File: src/rtl/sync_down_counter_pkg.sv
// Shared counter types: run state and load-value clamp.
// Pure declarations; no clocked logic or backpressure here.
package sync_down_counter_pkg;

    typedef enum logic [1:0] {
        IDLE = 2'd0,
        RUN  = 2'd1,
        DONE = 2'd2
    } state_t;

    function automatic int unsigned clamp_val(input int unsigned val, input int unsigned max_val);
        return (val > max_val) ? max_val : val;
    endfunction

endpackage

File: src/rtl/sync_down_counter.sv
// Loadable down counter with one-shot or auto-reload mode and a registered terminal tick.
// Latency: q shows the loaded value one edge after load; tick follows the terminal edge by one cycle.
// No backpressure: enb gates decrements, load always wins over counting.
module sync_down_counter
    import sync_down_counter_pkg::*;
#(
    parameter int          width     = 3,
    parameter int unsigned max_value = 7
) (
    input  logic             ck,
    input  logic             rst_s,
    input  logic             enb,
    input  logic             load,
    input  logic [width-1:0] load_val,
    input  logic             periodic,
    output logic [width-1:0] q,
    output logic             cnt_zero,
    output logic             tick,
    output logic             busy,
    output logic             done
);

    state_t           state, state_n;
    logic [width-1:0] rld, rld_n;
    logic [width-1:0] q_n;
    logic             tick_n;
    logic [width-1:0] eff;
    logic             terminal;

    assign eff      = width'(clamp_val(32'(load_val), max_value));
    assign terminal = (q == width'(1));

    always_ff @(posedge ck or posedge rst_s) begin
        if (rst_s) begin
            state <= IDLE;
            q     <= '0;
            rld   <= '0;
            tick  <= 1'b0;
        end else begin
            state <= state_n;
            q     <= q_n;
            rld   <= rld_n;
            tick  <= tick_n;
        end
    end

    always_comb begin
        state_n = state;
        q_n     = q;
        rld_n   = rld;
        tick_n  = 1'b0;
        if (load) begin
            // A load on the terminal edge replaces the count, so its tick is dropped.
            q_n     = eff;
            rld_n   = eff;
            state_n = (eff != '0) ? RUN : IDLE;
        end else begin
            case (state)
                RUN: begin
                    if (enb) begin
                        if (terminal) begin
                            tick_n = 1'b1;
                            if (periodic) begin
                                q_n = rld;
                            end else begin
                                q_n     = '0;
                                state_n = DONE;
                            end
                        end else begin
                            q_n = q - width'(1);
                        end
                    end
                end
                default: ;
            endcase
        end
    end

    assign cnt_zero = (q == '0);
    assign busy     = (state == RUN);
    assign done     = (state == DONE);

endmodule
File: config.mk
export PLATFORM = sky130hd
export DESIGN_NAME = sync_down_counter
export DESIGN_NICKNAME = d
export VERILOG_FILES = /design/src/rtl/sync_down_counter_pkg.sv /design/src/rtl/sync_down_counter.sv
export SDC_FILE = /design/constraint.sdc
export NUM_CORES = 1
export LEC_CHECK = 0
export ABC_AREA = 1
export ABC_CLOCK_PERIOD_IN_PS = 1580
export CAP_MARGIN = 10
export CORE_AREA = 5 5 42 44
export DETAILED_ROUTE_END_ITERATION = 16
export DIE_AREA = 0 0 47 49
export DONT_BUFFER_PORTS = 1
export SKIP_LAST_GASP = 1
export SYNTH_ARGS = -nofsm -noshare
export SYNTH_HDL_FRONTEND = slang
export SYNTH_SLANG_ARGS = --single-unit
File: constraint.sdc
create_clock -name ck -period 1.58 [get_ports ck]
set_input_delay 0.237 -clock ck [delete_from_list [all_inputs] [get_ports ck]]
set_output_delay 0.237 -clock ck [all_outputs]
set_load 0.02 [all_outputs]
==> summary.md, run 1 <==
| Metric | Value |
|---|---|
| Status | `completed` |
| Switching power | `between 0.00015 and 0.0002 W` |
| Combinational family with the most area after synthesis | `simple AND/OR/NAND/NOR gates` |
| Non-Filler Instances | `93` |
| Register area share after synthesis | `0.430` |
| Net Sw Frac | `0.323` |
| Number of hold violations in the final report | `0` |
| Max Clk Rate | `a little over 0.7 GHz` |
| First-pass GRT wire length | `between 1500 and 2000 microns` |
| Hold/Removal Path Class | `input port to register` |
| Max-slew headroom | `0.748` |
| HPWL after detailed placement | `around 900 microns` |
| Grt ovf | `0` |
| Max_cap viols | `0` |
| Commonest non-fill, non-tap cell in the layout | `nand2_1` |
| Wire length per cell | `around 11 microns` |
| YS warnings | `0` |
| Worst-path cell with the longest stage delay | `dfrtp_1` |
| Int Power | `about 0.00040 W` |
| Antenna violations before repair | `0` |
| Cells after synthesis | `roughly 70` |
| Yosys reg bits | `9` |
| Crit Path Max Fanout | `4` |
| Post-synthesis xor/xnor area fraction | `0` |
| Share of cells above drive strength 1 | `0.130` |
| Clk buf depth | `2` |
| Required time of the critical path | `roughly 1300 ps` |
| Post-route minimum period | `between 1000 and 1500 ps` |
| ANT cells | `0` |
| Crit-path cells | `inv_2 > ha_1` |
| Die Ht | `49 microns` |
| DRC errors left | `0` |
| NumNets Final | `89` |
| Most Crowded Layer GR | `met2` |
| Adder-Cell Fraction of Synth Area | `0.0716` |
| Mapped cell area | `approximately 520 sq um` |
| Mux contribution to synthesized area | `0` |
| Count of different cell masters after synthesis | `15` |
| PwrDens | `1010 mW/mm^2` |
| Initial Utilization | `0.374` |
| GR Layer Usage met1 | `0.103` |
| Largest net degree at the start of global routing | `10` |
| Root buf cell | `clkbuf_4` |
| Final worst-path cycle share | `0.872` |
| Fill count | `159` |
| Simple-gate share of the synthesized area | `0.363` |
| Final wirelength | `approximately 1100 microns` |
| Startpoint Class | `register` |
| First DRT Iteration DRCs | `3` |
| FP Rows | `14` |
| Via count | `between 400 and 500` |
| Placeable Area | `about 0.0014 sq mm` |
| Setup violators final | `0` |
| DP Area | `554 sq um` |
| Worst EP arrival | `between 1000 and 1500 ps` |
| Drt first pass iters | `4` |
| H-tree Lvls | `1` |
| Sequential Power Share | `0.460` |
| VDD IR max | `around 0.57 mV` |
| Cts repair resizes | `0` |
| Cells after DPL | `88` |
| Final instance area | `just under 600 sq um` |
| Most frequent cells in the layout | `28 x nand2_1, 10 x inv_1, 9 x dfrtp_1, 6 x nand3_1, 5 x nor2_1` |
| Worst Clk Skew | `~1.4 ps` |
| GRT Total Usage | `0.102` |
| I/O Pins | `15` |
| Num CTS Buffers | `3` |
| Syn Nets | `82` |
| Pleak | `~0.34 nW` |
| CP peak stage delay | `between 500 and 600 ps` |
| Compound-cell area share of the yosys netlist | `0.0286` |
| Setup tns final | `0 ps` |
| Post-CTS Setup Bufs | `0` |
| Worst setup path category | `register to primary output` |
| CTS tree | `built` |
| Routed Antenna Nets | `0` |
| GR Layer Usage met2 | `0.172` |
| Fin util | `0.421` |
| DR vias/cell | `between 4 and 5` |
| Area grow syn2layout | `12.6%` |
| Worst-Skew Late Latency | `between 200 and 300 ps` |
| Clock-pin slew on the worst setup and hold paths | `roughly 60 ps` |
| Die area | `around 0.0023 sq mm` |
| Power share of the clock group | `0.299` |
| Synthesized area per cell | `~7.4 sq um` |
| Max Slew Vio Count | `0` |
| # port buffers | `0` |
| Met3 usage | `0.0590` |
| CP endpoint kind | `primary output` |
| Clock sink count | `9` |
| Routability cong. | `0.721` |
| Vias in the first global route | `438` |
| Worst-Margin Slew | `about 380 ps` |
| RSZ-0062 raised after global routing | `no` |
| Die width | `47 microns` |
| Gate power share | `0.241` |
-- layer usage --
metal,up-vias,part of all wire
met1,205,0.37
met3,2,0.088
li1,227,-
met2,11,0.53
met4,0,0.0057
met5,-,0
-- critical path: cells and delay by family (launching register included) --
kind / cells / cell delay, ps
buffers and inverters: 1 / 90
adders and majority gates: 1 / 290
DFF: 1 / 510
-- cells by family after synthesis --
family | Yosys count
AOI/OAI and AO/OA | 2
adders and majority gates | 3
buffers and inverters | 14
DFF | 9
and+or+nand+nor | 43
-- synthesized netlist by cell type --
master / n / share of area
o21bai_1: 1 / 0.014
nor2_1: 5 / 0.036
buf_2: 1 / 0.0095
inv_4: 1 / 0.012
dfrtp_1: 9 / 0.43
nor2_2: 1 / 0.012
nor3_1: 1 / 0.0095
nand3b_1: 1 / 0.014
inv_1: 10 / 0.072
ha_1: 3 / 0.072
o31ai_1: 1 / 0.014
nand3_4: 1 / 0.033
nand3_1: 6 / 0.057
nand2_1: 28 / 0.20
inv_2: 2 / 0.014
-- cell type report --
| type | instances | area [sq um] | share of cell area |
|---|---|---|---|
| clock buffers | 4 | 26.3 | 0.0445 |
| inverters | 13 | 51.3 | 0.0869 |
| multi-input cells | 48 | 243 | 0.411 |
| flip-flops and latches | 9 | 225 | 0.381 |
| well taps | 16 | 20.0 | 0.0339 |
| repair buffers | 3 | 25.0 | 0.0424 |
-- registers in the layout, indices dropped and copies added, names as in the netlist --
| name | cells |
|---|---|
| rld | 3 |
| tick | 1 |
| q | 3 |
| state | 2 |
-- path summary, 6_finish.rpt --
path	from	endpoint	slack [ps]	cells after the start
max in group asynchronous	rst_s	q[2]	950	2
max reg2reg	q[0]	q[2]	340	8
max	q[2]	cnt_zero	200	2
min reg2reg	rld[1]	rld[1]	470	2
min in group asynchronous	rst_s	rld[0]	380	2
min	load	state[1]	40	1
-- power groups by stage --
stage | Combinational [W] | Clock (W) | Sequential (W)
floorplan | 0.000107 | 0 | 0.000286
global placement | 0.000144 | 0 | 0.000278
detailed placement | 0.000146 | 0 | 0.000279
CTS | 0.000148 | 0.000185 | 0.000275
global route | 0.000169 | 0.000198 | 0.000277
finish | 0.000144 | 0.000179 | 0.000274
-- metrics by stage --
step / setup slack (ps) / hold WS, ps / total power, W
after global placement: 358 / 115 / 0.000423
after global routing: 131 / 35.8 / 0.000644
final: 202 / 41.7 / 0.000597
after floorplan: 236 / 64.9 / 0.000392
after detailed placement: 323 / 119 / 0.000425
after CTS: 181 / 36.5 / 0.000608
-- what timing repair did --
item                                    in CTS  in global routing
hold buffers                                 1                  0
hold endpoints to repair                     9                  0
endpoints found under the setup margin       0                  0
No activity file was read; power rests on OpenSTA's default activity.
==> inputs of run 2 (changes only) <==
--- a/config.mk
+++ b/config.mk
@@ -12,7 +12,9 @@
 export DETAILED_ROUTE_END_ITERATION = 16
 export DIE_AREA = 0 0 47 49
 export DONT_BUFFER_PORTS = 1
+export PLACE_DENSITY = 0.54
 export SKIP_LAST_GASP = 1
 export SYNTH_ARGS = -nofsm -noshare
 export SYNTH_HDL_FRONTEND = slang
 export SYNTH_SLANG_ARGS = --single-unit
+export TNS_END_PERCENT = 20
==> run 2 against run 1 <==
  * First-iteration DRC count up 67%
  * Wire length down 5.3%
  * Register-to-register slack worse by 40 ps
  * Die area unchanged
  * Flip-flop and latch count unchanged
  * Via count down 5.8%
  * Non-clock buffer count unchanged
  * Worst hold slack worse by 8.2 ps
  * Combinational power about the same
==> summary.md, run 2 (synthesis gave the netlist of run 1 again) <==
| Metric | Value |
|---|---|
| Required time of the critical path | `1340 ps (about the same)` |
| Most frequent cells in the layout | `28 x nand2_1, 10 x inv_1, 9 x dfrtp_1, 6 x nand3_1, 5 x nor2_1` |
| Sequential Power Share | `0.466 (+0.006)` |
| H-tree Lvls | `1 (unchanged)` |
| Initial Utilization | `0.374 (unchanged)` |
| FP Rows | `14 (unchanged)` |
| Net Sw Frac | `0.317 (-0.00607)` |
| Post-route minimum period | `1420 ps (+39.8 ps)` |
| Final wirelength | `999 microns (-5.3%)` |
| Clk buf depth | `2 (unchanged)` |
| PwrDens | `1000 mW/mm^2 (-0.99%)` |
| Startpoint Class | `register` |
| Register Area | `225 sq um (unchanged)` |
| RSZ-0062 raised after global routing | `no` |
| Die area | `0.00230 sq mm (unchanged)` |
| Max Slew Vio Count | `0 (unchanged)` |
| Grt ovf | `0 (unchanged)` |
| Area of the multi-input gates | `243 sq um (unchanged)` |
| Setup violators final | `0 (unchanged)` |
| Clock-pin slew on the worst setup and hold paths | `60 ps (about the same)` |
| VDD IR max | `0.473 mV (-17%)` |
| HPWL after detailed placement | `830 microns (-7.6%)` |
| GRT Total Usage | `0.107 (+0.00504)` |
| Setup tns final | `0 ps (unchanged)` |
| Routed Antenna Nets | `0 (unchanged)` |
| Clock sink count | `9 (unchanged)` |
| Largest net degree at the start of global routing | `10 (unchanged)` |
| Post-CTS Setup Bufs | `0 (unchanged)` |
| Fill count | `168 (+5.7%)` |
| Met3 usage | `0.0332 (-0.0258)` |
| Final instance area | `591 sq um (unchanged)` |
| Die width | `47 microns (unchanged)` |
| Status | `completed` |
| # port buffers | `0 (unchanged)` |
| Root buf cell | `clkbuf_4` |
| Final worst-path cycle share | `0.897 (+0.0252)` |
| Hold/Removal Path Class | `input port to register` |
| CTS tree | `built` |
| Cells after DPL | `88 (unchanged)` |
| ANT cells | `0 (unchanged)` |
| Share of cells above drive strength 1 | `0.130 (unchanged)` |
| First-pass GRT wire length | `1800 microns (+3.6%)` |
| WHS | `33.5 ps (-8.25 ps)` |
| Worst-Skew Late Latency | `260 ps (about the same)` |
| I/O Pins | `15 (unchanged)` |
| DRC errors left | `0 (unchanged)` |
| Gate power share | `0.238 (-0.003)` |
| Max_cap viols | `0 (unchanged)` |
| CP endpoint kind | `primary output` |
| Worst EP arrival | `1180 ps (+40 ps)` |
| Non-Filler Instances | `93 (unchanged)` |
| Most Crowded Layer GR | `met1` |
| Antenna violations before repair | `0 (unchanged)` |
| Via count | `419 (-5.8%)` |
| DP Area | `554 sq um (unchanged)` |
| GR Layer Usage met1 | `0.151 (+0.0475)` |
| Wire length per cell | `10.7 microns (-5.3%)` |
| Pwr Total | `0.000591 W (-0.99%)` |
| Commonest non-fill, non-tap cell in the layout | `nand2_1` |
| Largest regs | `q: 3 flops, rld: 3 flops, state: 2 flops` |
| Max-slew headroom | `0.749 (+0.00102)` |
| Routability cong. | `0.779 (+7.9%)` |
| DR vias/cell | `4.51 (-5.8%)` |
| Power share of the clock group | `0.296 (-0.003)` |
| NumNets Final | `89 (unchanged)` |
| Switching power | `0.000188 W (-2.8%)` |
| Worst Clk Skew | `6.80 ps (+5.41 ps)` |
| Crit Path Max Fanout | `4 (unchanged)` |
| Number of hold violations in the final report | `0 (unchanged)` |
| Pleak | `0.337 nW (unchanged)` |
| Worst setup path category | `register to primary output` |
| Num CTS Buffers | `3 (unchanged)` |
| Int Power | `0.000403 W (-0.10%)` |
| Area grow syn2layout | `12.6% (unchanged)` |
| Worst-Margin Slew | `375 ps (-1.52 ps)` |
| Placeable Area | `0.00140 sq mm (unchanged)` |
| Vias in the first global route | `419 (-4.3%)` |
| Drt first pass iters | `2 (-2)` |
| First DRT Iteration DRCs | `5 (+2)` |
| Max Clk Rate | `0.705 GHz (-2.8%)` |
| GR Layer Usage met2 | `0.136 (-0.0362)` |
| Die Ht | `49 microns (unchanged)` |
-- run 2: cell counts in the layout (fill, tap and decap cells not counted) --
Identical to the previous run, type by type.
-- run 2: repair_timing --
action | in CTS | in global routing
setup endpoints to repair | 0 | 0
hold endpoints to repair | 9 | 0
gates resized for setup | 0 | 0
hold buffers | 1 | 0
-- run 2: stage by stage --
| step | setup slack [ps] | utilization |
|---|---|---|
| final | 162 | 0.421 |
| after global routing | 97.3 | 0.421 |
| after CTS | 136 | 0.421 |
| after detailed placement | 291 | 0.396 |
| after global placement | 307 | 0.396 |
| after floorplan | 236 | - |
-- run 2: final timing paths --
| kind | from | endpoint | slack, ps | depth (start not counted) |
|---|---|---|---|---|
| worst max-delay path | q[0] | cnt_zero | 160 | 3 |
| worst min-delay path | load | state[1] | 30 | 1 |
| worst max register to register | q[0] | q[2] | 300 | 8 |
| worst min register to register | rld[0] | rld[0] | 470 | 2 |
| max in group asynchronous | rst_s | q[0] | 960 | 2 |
| min in group asynchronous | rst_s | state[1] | 370 | 2 |
-- run 2: routing by layer --
metal  part of all wire  vias up
met2               0.42        9
met5                  0        -
met1               0.48      180
li1                   -      228
met4              0.012        0
met3              0.086        2
-- run 2: final cells by class --
cell class,count,area share
Timing Repair Buffer,3,0.0424
Inverter,13,0.0869
Clock buffer,4,0.0445
Multi-Input combinational cell,48,0.411
Sequential cell,9,0.381
Tap cell,16,0.0339
-- run 2: power groups by stage --
stage	logic [W]	registers, W	clock network, W
after floorplan	0.000107	0.000286	0
after CTS	0.000144	0.000276	0.000183
final	0.000141	0.000276	0.000175
after global routing	0.000164	0.000279	0.000188
after detailed placement	0.000142	0.000280	0
after global placement	0.000142	0.000279	0
-- run 2: critical path, cell delays in order, from the launching register on --
cell and delay (ps):
dfrtp_1 400, inv_1 80, ha_1 200, ha_1 250
